$ cat config.mk
export PLATFORM = sky130hd
export DESIGN_NAME = seg_scroll_display
export DESIGN_NICKNAME = d
export VERILOG_FILES = /design/src/rtl/seg_pkg.sv /design/src/rtl/seg_tick_gen.sv /design/src/rtl/seg_scroll_display.sv
export SDC_FILE = /design/constraint.sdc
export NUM_CORES = 1
export LEC_CHECK = 0
export BUFFER_PORTS_ARGS = -buffer_cell sky130_fd_sc_hd__buf_2
export CAP_MARGIN = 20
export CORE_MARGIN = 5
export CORE_UTILIZATION = 57
export DETAILED_ROUTE_END_ITERATION = 16
export PLACE_DENSITY = 0.88
export SYNTH_ARGS = -nofsm -noshare
export SYNTH_HDL_FRONTEND = slang
export SYNTH_SLANG_ARGS = --single-unit
$ cat constraint.sdc
create_clock -name clk -period 3.9 [get_ports clk]
set_input_delay 0.195 -clock clk [delete_from_list [all_inputs] [get_ports clk]]
set_output_delay 0.195 -clock clk [all_outputs]
set_load 0.1 [all_outputs]
$ cat src/rtl/seg_pkg.sv
// rtl/seg_pkg.sv - mode codes, blank pattern and hex-to-7-segment decode for the scroll display
package seg_pkg;

    localparam logic [1:0] MODE_OFF    = 2'b00;
    localparam logic [1:0] MODE_STATIC = 2'b01;
    localparam logic [1:0] MODE_SCROLL = 2'b10;
    localparam logic [1:0] MODE_BLINK  = 2'b11;

    localparam logic [6:0] SEG_BLANK = 7'h7F;

    // Active-low segments, bit6..0 = a..g
    function automatic logic [6:0] hex_to_seg(input logic [3:0] hex);
        logic [6:0] seg;
        case (hex)
            4'h0:    seg = 7'b0000001;
            4'h1:    seg = 7'b1001111;
            4'h2:    seg = 7'b0010010;
            4'h3:    seg = 7'b0000110;
            4'h4:    seg = 7'b1001100;
            4'h5:    seg = 7'b0100100;
            4'h6:    seg = 7'b0100000;
            4'h7:    seg = 7'b0001111;
            4'h8:    seg = 7'b0000000;
            4'h9:    seg = 7'b0000100;
            4'hA:    seg = 7'b0001000;
            4'hB:    seg = 7'b1100000;
            4'hC:    seg = 7'b0110001;
            4'hD:    seg = 7'b1000010;
            4'hE:    seg = 7'b0110000;
            default: seg = 7'b0111000;
        endcase
        return seg;
    endfunction

endpackage

$ cat src/rtl/seg_tick_gen.sv
// rtl/seg_tick_gen.sv - free-running prescaler producing one tick every TICK_DIV cycles
module seg_tick_gen #(
    parameter int TICK_DIV = 25_000_000
) (
    input  logic clk,
    input  logic rst,
    input  logic clr,
    input  logic hold,
    output logic tick
);

    localparam int CW = (TICK_DIV > 1) ? $clog2(TICK_DIV) : 1;
    localparam logic [CW-1:0] CNT_LAST = CW'(TICK_DIV - 1);

    logic [CW-1:0] cnt_q;
    logic [CW-1:0] cnt_d;

    // Hold freezes the count in place so a paused scroll resumes mid-period
    always_comb begin
        cnt_d = cnt_q;
        if (clr) begin
            cnt_d = '0;
        end else if (!hold) begin
            cnt_d = (cnt_q == CNT_LAST) ? '0 : cnt_q + 1'b1;
        end
    end

    // Prescaler count register
    always_ff @(posedge clk) begin
        if (rst) begin
            cnt_q <= '0;
        end else begin
            cnt_q <= cnt_d;
        end
    end

    assign tick = !hold && (cnt_q == CNT_LAST);

endmodule

$ cat src/rtl/seg_scroll_display.sv
// rtl/seg_scroll_display.sv - multi-digit 7-segment driver with static, scroll and blink modes
module seg_scroll_display
    import seg_pkg::*;
#(
    parameter int N_DIGITS = 8,
    parameter int MSG_LEN  = 16,
    parameter int TICK_DIV = 25_000_000,
    localparam int AW      = (MSG_LEN > 1) ? $clog2(MSG_LEN) : 1
) (
    input  logic                  clk,
    input  logic                  rst,
    input  logic                  wr_en,
    input  logic [AW-1:0]         wr_addr,
    input  logic [4:0]            wr_data,
    input  logic [1:0]            mode,
    input  logic                  hold,
    output logic [7*N_DIGITS-1:0] seg_out,
    output logic [AW-1:0]         offset,
    output logic                  wrap
);

    if (MSG_LEN < N_DIGITS) begin : g_bad_len
        $error("seg_scroll_display: MSG_LEN must be >= N_DIGITS");
    end
    if (TICK_DIV < 2) begin : g_bad_div
        $error("seg_scroll_display: TICK_DIV must be >= 2");
    end

    localparam logic [AW:0]   LEN_W    = (AW + 1)'(MSG_LEN);
    localparam logic [AW-1:0] OFF_LAST = AW'(MSG_LEN - 1);

    logic [4:0]    msg_q [MSG_LEN];
    logic [1:0]    mode_q;
    logic [AW-1:0] offset_q, offset_d;
    logic          wrap_q, wrap_d;
    logic          blink_q, blink_d;
    logic          mode_chg;
    logic          tick;

    assign mode_chg = (mode != mode_q);

    seg_tick_gen #(
        .TICK_DIV(TICK_DIV)
    ) u_tick (
        .clk (clk),
        .rst (rst),
        .clr (mode_chg),
        .hold(hold),
        .tick(tick)
    );

    // Message buffer; out-of-range addresses are dropped
    always_ff @(posedge clk) begin
        if (rst) begin
            for (int i = 0; i < MSG_LEN; i++) begin
                msg_q[i] <= 5'b10000;
            end
        end else if (wr_en && ({1'b0, wr_addr} < LEN_W)) begin
            msg_q[wr_addr] <= wr_data;
        end
    end

    // Next offset, wrap pulse and blink phase; a mode change restarts everything
    always_comb begin
        offset_d = offset_q;
        wrap_d   = 1'b0;
        blink_d  = blink_q;
        if (mode_chg) begin
            offset_d = '0;
            blink_d  = 1'b1;
        end else if (tick) begin
            if (mode == MODE_SCROLL) begin
                if (offset_q == OFF_LAST) begin
                    offset_d = '0;
                    wrap_d   = 1'b1;
                end else begin
                    offset_d = offset_q + 1'b1;
                end
            end
            if (mode == MODE_BLINK) begin
                blink_d = ~blink_q;
            end
        end
    end

    // Control state registers
    always_ff @(posedge clk) begin
        if (rst) begin
            mode_q   <= MODE_OFF;
            offset_q <= '0;
            wrap_q   <= 1'b0;
            blink_q  <= 1'b1;
        end else begin
            mode_q   <= mode;
            offset_q <= offset_d;
            wrap_q   <= wrap_d;
            blink_q  <= blink_d;
        end
    end

    assign offset = offset_q;
    assign wrap   = wrap_q;

    for (genvar k = 0; k < N_DIGITS; k++) begin : g_digit
        logic [AW:0]   idx_sum;
        logic [AW-1:0] idx;
        logic [4:0]    entry;
        logic [6:0]    seg_d;
        logic [6:0]    seg_q;

        // Buffer index for this digit: offset+k folded back with one conditional subtract
        always_comb begin
            idx_sum = (AW + 1)'(k);
            if (mode_q == MODE_SCROLL) begin
                idx_sum = {1'b0, offset_q} + (AW + 1)'(k);
            end
            if (idx_sum >= LEN_W) begin
                idx_sum = idx_sum - LEN_W;
            end
            idx   = idx_sum[AW-1:0];
            entry = msg_q[idx];
            if ((mode_q == MODE_OFF) || ((mode_q == MODE_BLINK) && !blink_q) || entry[4]) begin
                seg_d = SEG_BLANK;
            end else begin
                seg_d = hex_to_seg(entry[3:0]);
            end
        end

        // Registered segment drive for this digit
        always_ff @(posedge clk) begin
            if (rst) begin
                seg_q <= SEG_BLANK;
            end else begin
                seg_q <= seg_d;
            end
        end

        assign seg_out[7*k +: 7] = seg_q;
    end

endmodule

Word-level counts from Yosys, hierarchy flattened --
Memory sizes are Yosys's and may differ from the RTL's. A register that Yosys moved wholly into a read port is not among the register bits. Index checks and enable logic that the tools add are counted. Widths: inputs -> output; s select.
Word-level totals: register bits 33, memory bits (read-only) 896, bits in latches 0, memories kept 9, bits in writable memories 80, output and inout port bits 61, word-level logic and storage cells 103, input bits 15
Operators by class: div/mod/pow operators 0, order comparisons 8, reduce and logical (&&, ||, !) cells 27, bitwise operators 3, add/subtract/negate cells 17, shifts and indexed selects 0, multiply operators 0, muxes and demuxes 27, equal/unequal tests 7
Memories:
- (name not given) | depth 16, bits a word 7, rd ports 1, clocked after memory_dff 1, write ports 0, RTL line seg_pkg.sv:14 | case (hex)
- (name not given) | depth 16, bits a word 7, rd ports 1, clocked after memory_dff 1, write ports 0, RTL line seg_pkg.sv:14
- (name not given) | depth 16, bits a word 7, rd ports 1, clocked after memory_dff 1, write ports 0, RTL line seg_pkg.sv:14
- (name not given) | depth 16, bits a word 7, rd ports 1, clocked after memory_dff 1, write ports 0, RTL line seg_pkg.sv:14
- (name not given) | depth 16, bits a word 7, rd ports 1, clocked after memory_dff 1, write ports 0, RTL line seg_pkg.sv:14
- (name not given) | depth 16, bits a word 7, rd ports 1, clocked after memory_dff 1, write ports 0, RTL line seg_pkg.sv:14
- +3 memories
Operators with widths (number):
- $mux 4 | 11
- $ge 5x5->1 const B | 8
- $mux 5 | 8
- $sub 4x1->4 const B | 8
- $add 25x1->25 const B | 1
- $eq 25x25->1 const B | 1
- $mux 25 | 1
- $add 4x3->5 const B | 4
- $reduce_or 2->1 | 9
- $add 4x2->5 const B | 2
- $logic_or 1x1->1 | 9
- $eq 2x2->1 const B | 4
- $mux 1 | 7
- $add 4x1->5 const B | 1
- $reduce_or 5->1 | 1
- $add 4x1->4 const B | 1
- $eq 4x4->1 const B | 1
- $reduce_and 2->1 | 2
- $reduce_or 4->1 | 1
- $not 1->1 | 3
- $logic_and 1x1->1 | 2
- $logic_not 1->1 | 2
- $logic_not 2->1 | 1
- $ne 2x2->1 | 1

Logic depth before layout (Yosys ltp) --
An unclocked memory read counts as a cell.
word-level depth 7, depth in mapped cells 21, mapped depth without buffers 13

Modules after synthesis --
Synthesis repeated with hierarchy kept, for this count alone.
Unflattened totals: cell total of the unflattened synthesis 1398, area, all modules 12399.4 um2
By module, submodules not included:
- seg_scroll_display | area an instance 11083.1 um2, times used 1, cells each 1247, sequential area each 3683.5 um2
- seg_tick_gen | area an instance 1316.3 um2, times used 1, cells each 151, sequential area each 500.5 um2

Worst setup path after synthesis --
Ideal clock, no wire load.
kind reg-to-reg, start point register offset_q[0], in the netlist offset[0], end point register g_digit[1].seg_q[2], required time 3.778 ns, cell stages (with the launch flop) 20, arrival time 4.367 ns, slack -0.589 ns, path buffers 7, cell sequence dfxtp_1 -> buf_4 -> buf_4 -> inv_2 -> buf_2 -> clkbuf_1 -> ha_1 -> buf_2 -> buf_2 -> buf_2 -> mux2_2 -> o22ai_1 -> a21oi_1 -> a22oi_1 -> nand3_1 -> inv_1 -> ha_1 -> nor3_1 -> a21o_1 -> a221o_1
Between the ends: cells in the longest elaborated chain, start to end 7
Ends and longest elaborated chain:
- start, declared | RTL line seg_scroll_display.sv:34 | logic [AW-1:0] offset_q, offset_d;
- start signal, assigned | RTL line seg_scroll_display.sv:95 | offset_q <= offset_d;
- $add 4x1->5 * | RTL line seg_scroll_display.sv:115 | idx_sum = {1'b0, offset_q} + (AW + 1)'(k);
- $mux 5 * | RTL line seg_scroll_display.sv:114 | if (mode_q == MODE_SCROLL) begin
- $sub 4x1->4 / $ge 5x5->1 (equally long branches) | RTL line seg_scroll_display.sv:118, seg_scroll_display.sv:117
- $mux 4 * | RTL line seg_scroll_display.sv:117 | if (idx_sum >= LEN_W) begin
- $mem_v2 16x5 *
- $logic_or 1x1->1 | RTL line seg_scroll_display.sv:122 | if ((mode_q == MODE_OFF) || ((mode_q == MODE_BLINK) && !blink_q) || entry[4]) begin
- $reduce_or 2->1 (no line)
- end, declared | RTL line seg_scroll_display.sv:109 | logic [6:0] seg_q;
Every way passes the cells marked *; elsewhere a longest branch is shown, timed or not. A chain may end at the register's enable or synchronous reset.

Final worst setup path --
start point register offset_q[0], in the netlist offset[0], end point register g_digit[3].seg_q[6]
Between the ends: cells in the longest elaborated chain, start to end 7
Ends and longest elaborated chain (RTL line):
- $add 4x2->5 * | seg_scroll_display.sv:115
- $mux 5 * | seg_scroll_display.sv:114
- $sub 4x1->4 / $ge 5x5->1 (equally long branches) | seg_scroll_display.sv:118, seg_scroll_display.sv:117
- $mux 4 * | seg_scroll_display.sv:117
- $mem_v2 16x5 *
- $logic_or 1x1->1 | seg_scroll_display.sv:122
- $reduce_or 2->1 (no line)
- end, declared | seg_scroll_display.sv:109
Marked as above.

==> results.ini <==
[hold_path]
hold_path.class = in2reg
holdPathStages = 2
worstHoldStart = mode[0]
hold_end = mode_q[0]

[run]
drv_cap = 0

[placed_design]
placed_area_sq_mm = 0.0136
hpwl_um = 29200
routabilityCongestion = 1.01
portBuffers = 75

[drt]
route.antenna.remaining_nets = 0
top_layer_used = met4
wl_um = 40300
drc = 0
first_pass_iters = 6
wl_per_cell_um = 23.1
via_per_inst = 6.65
wl_met3_um = 4380
wl_met2_um = 18000
vias = 11600
met1_length_um = 16000
drt_iter0_drc = 1658

[global_route]
grt_max_degree = 50
grt_overflow = 0
grt_pass1_vias = 11000
groute.usage.overall = 0.305
grt_pass1_wl_um = 62600
antenna_found_initial = 0

[floorplanning]
start_util = 0.577
coreArea_sq_mm = 0.0226
die_area_sq_mm = 0.0261
rows = 55
pin_count = 76
die_h_um = 161
fp.dieW_um = 161

[setup_path]
setup.worst_path.class = reg2reg
cp_cell_sequence = inv_2, ha_2, buf_4, buf_4, nand2b_1, o22ai_1, a21oi_1, a2111oi_4, o21ai_0, a21oi_1, o31ai_1
critical-path-top-delay-family = compound AO/OA/AOI/OAI gates
cp_slowest_cell = a2111oi_4
r2r_slack_ps = 240
setup.worst_path.start_class = flop
slowest_delay_ps = 830
reg2reg_to = g_digit[3].seg_q[6]
crit_fanout = 34
r2r_cells = 11
cp_data_arrival_time_ps = 3960
cp.required_ps = 4200
worst-path-buf-inv = 3
end_kind = flop
r2r-start = offset[0]

[cells_and_area]
fin_nets = 1518
n_antenna_cell = 0
layout_common_cells = 159 x mux2i_1, 111 x nor2_1, 103 x nand2_1
drive_gt1_frac = 0.173
final_common_cell = mux2i_1
final_cell_area_sq_mm = 0.0142
syn2layout_area_growth_pct = 8.49

[synthesis]
syn_inst = 1406
yosys_warnings = 0
synth_top_area_share = 0.184
synth_area_leader_cell = edfxtp_1
ys_seq_elements = 169
synth_cell_types = 82
synth-edff-count = 80
syn_avg_cell_area_sq_um = 9.30
synth.cell_area_sq_mm = 0.0131
synthArstFlopShare = 0
synth-main-ff-cell = dfxtp_1
ys_seq_area_frac = 0.320
synthTopCellsByArea = edfxtp_1 18%, dfxtp_1 14%, mux2i_1 12%
mappedNetlistNets = 1478

[clocking]
cts.path.max_buffers = 2
clock-root-buffer = clkbuf_16
clock-sinks = 169
cts_made_buffers = 17
clkLatencyLatePin_ps = 450
post_cts_resized = 0
path_clk_slew_ps = 80
cts_tree = yes
h-tree-depth = 4
cts_hold_buf = 0
cts_setup_buffers = 0

[sta]
setup_viol_count_final = 0
fin_crit_sh = 0.940
rsz0062_at_grt = false
fmax_mhz = 273
drv_slew = 0
period_needed_ps = 3660
max_slew.worst_pin.slew_ps = 924
relSlewSlack = 0.381
skew_ps = 19.2
hold_violations = 0

[power_and_ir_drop]
vdd_drop_max_v = 0.000258
finalPower_uw = 4610
p_per_area_mw_per_mm2 = 325
p_leak_uw = 0.00569

[status]
run_status = complete, no violations

how the worst max path moves through the flow:
stage	from	to	slack [ps]	cells past startpoint
global placement	offset[2]	g_digit[5].seg_q[6]	520	11
detailed placement	offset[0]	g_digit[3].seg_q[6]	390	11
global route	offset[0]	g_digit[3].seg_q[6]	60	11
floorplan	offset[0]	g_digit[1].seg_q[2]	-40	19
finish	offset[0]	g_digit[3].seg_q[6]	240	11
CTS	offset[0]	g_digit[3].seg_q[6]	340	11
cells in the mapped netlist (6+ instances only):
master and number:
buf_6 10, nor2_1 111, o21a_1 16, inv_1 50, nor3_1 26, nand2_1 103
nor4b_1 7, dfxtp_1 89, a22oi_1 11, edfxtp_1 80, ha_1 57, or3_1 27
a31oi_1 7, nor4_1 11, nor2b_1 6, nor4bb_1 24, mux2_2 50, and2_1 70
nand4_1 10, o221ai_1 26, o21ai_0 31, a21oi_1 34, buf_4 16, clkbuf_1 22
a211oi_1 13, or2_2 20, mux4_2 6, nand2b_1 26, nand3_1 50, buf_2 33
a211o_1 6, mux2i_1 159, xnor2_1 8, xor2_1 22, o211ai_1 13, o21ai_1 7
o31ai_1 6, o22ai_1 41
routing by layer:
metal / track usage / vias to the layer above
met4: 0.144 / 0
met3: 0.0735 / 156
met5: 0 / -
met1: 0.402 / 5465
li1: - / 5306
met2: 0.474 / 668
through the flow:
step | setup slack, ps | utilization | instances | hold WS, ps | setup TNS [ps]
2_1_floorplan | -35.6 | - | 1406 | 323 | -35.6
3_3_place_gp | 515 | 0.600 | 1712 | 464 | 0
3_5_place_dp | 387 | 0.600 | 1712 | 476 | 0
4_1_cts | 344 | 0.626 | 1744 | 14.0 | 0
5_1_grt | 60.6 | 0.626 | 1744 | 31.3 | 0
6_report | 235 | 0.626 | 1744 | 30.8 | 0
state kept, by name, indices dropped and copies added, names as in the netlist:
name,cells
blink_q,1
g_digit.seg_q,56
mode_q,2
msg_q,80
offset,4
u_tick.cnt_q,25
wrap,1
logic make-up after synthesis:
| family | after synthesis | share of synthesized area |
|---|---|---|
| AOI/OAI and AO/OA | 261 | 0.145 |
| muxes | 220 | 0.184 |
| and+or+nand+nor | 532 | 0.224 |
| adders and majority gates | 57 | 0.0546 |
| DFF | 169 | 0.320 |
| xor gates and xnor gates | 30 | 0.0201 |
| buffers and inverters | 137 | 0.0530 |
cell type report:
type,count,area (sq um)
Fill cell,1809,8460
Multi-Input combinational cell,1100,8210
Sequential cell,169,4190
Timing Repair Buffer,106,633
Clock buffer,17,425
Tap cell,285,357
Inverter,52,195
Clock inverter,15,169
power by group:
group | internal [uW] | switching, uW | total (uW)
clock | 864 | 854 | 1720
combinational | 265 | 570 | 835
sequential | 1930 | 127 | 2060
Note: power is estimated with default switching activity, not from simulation.
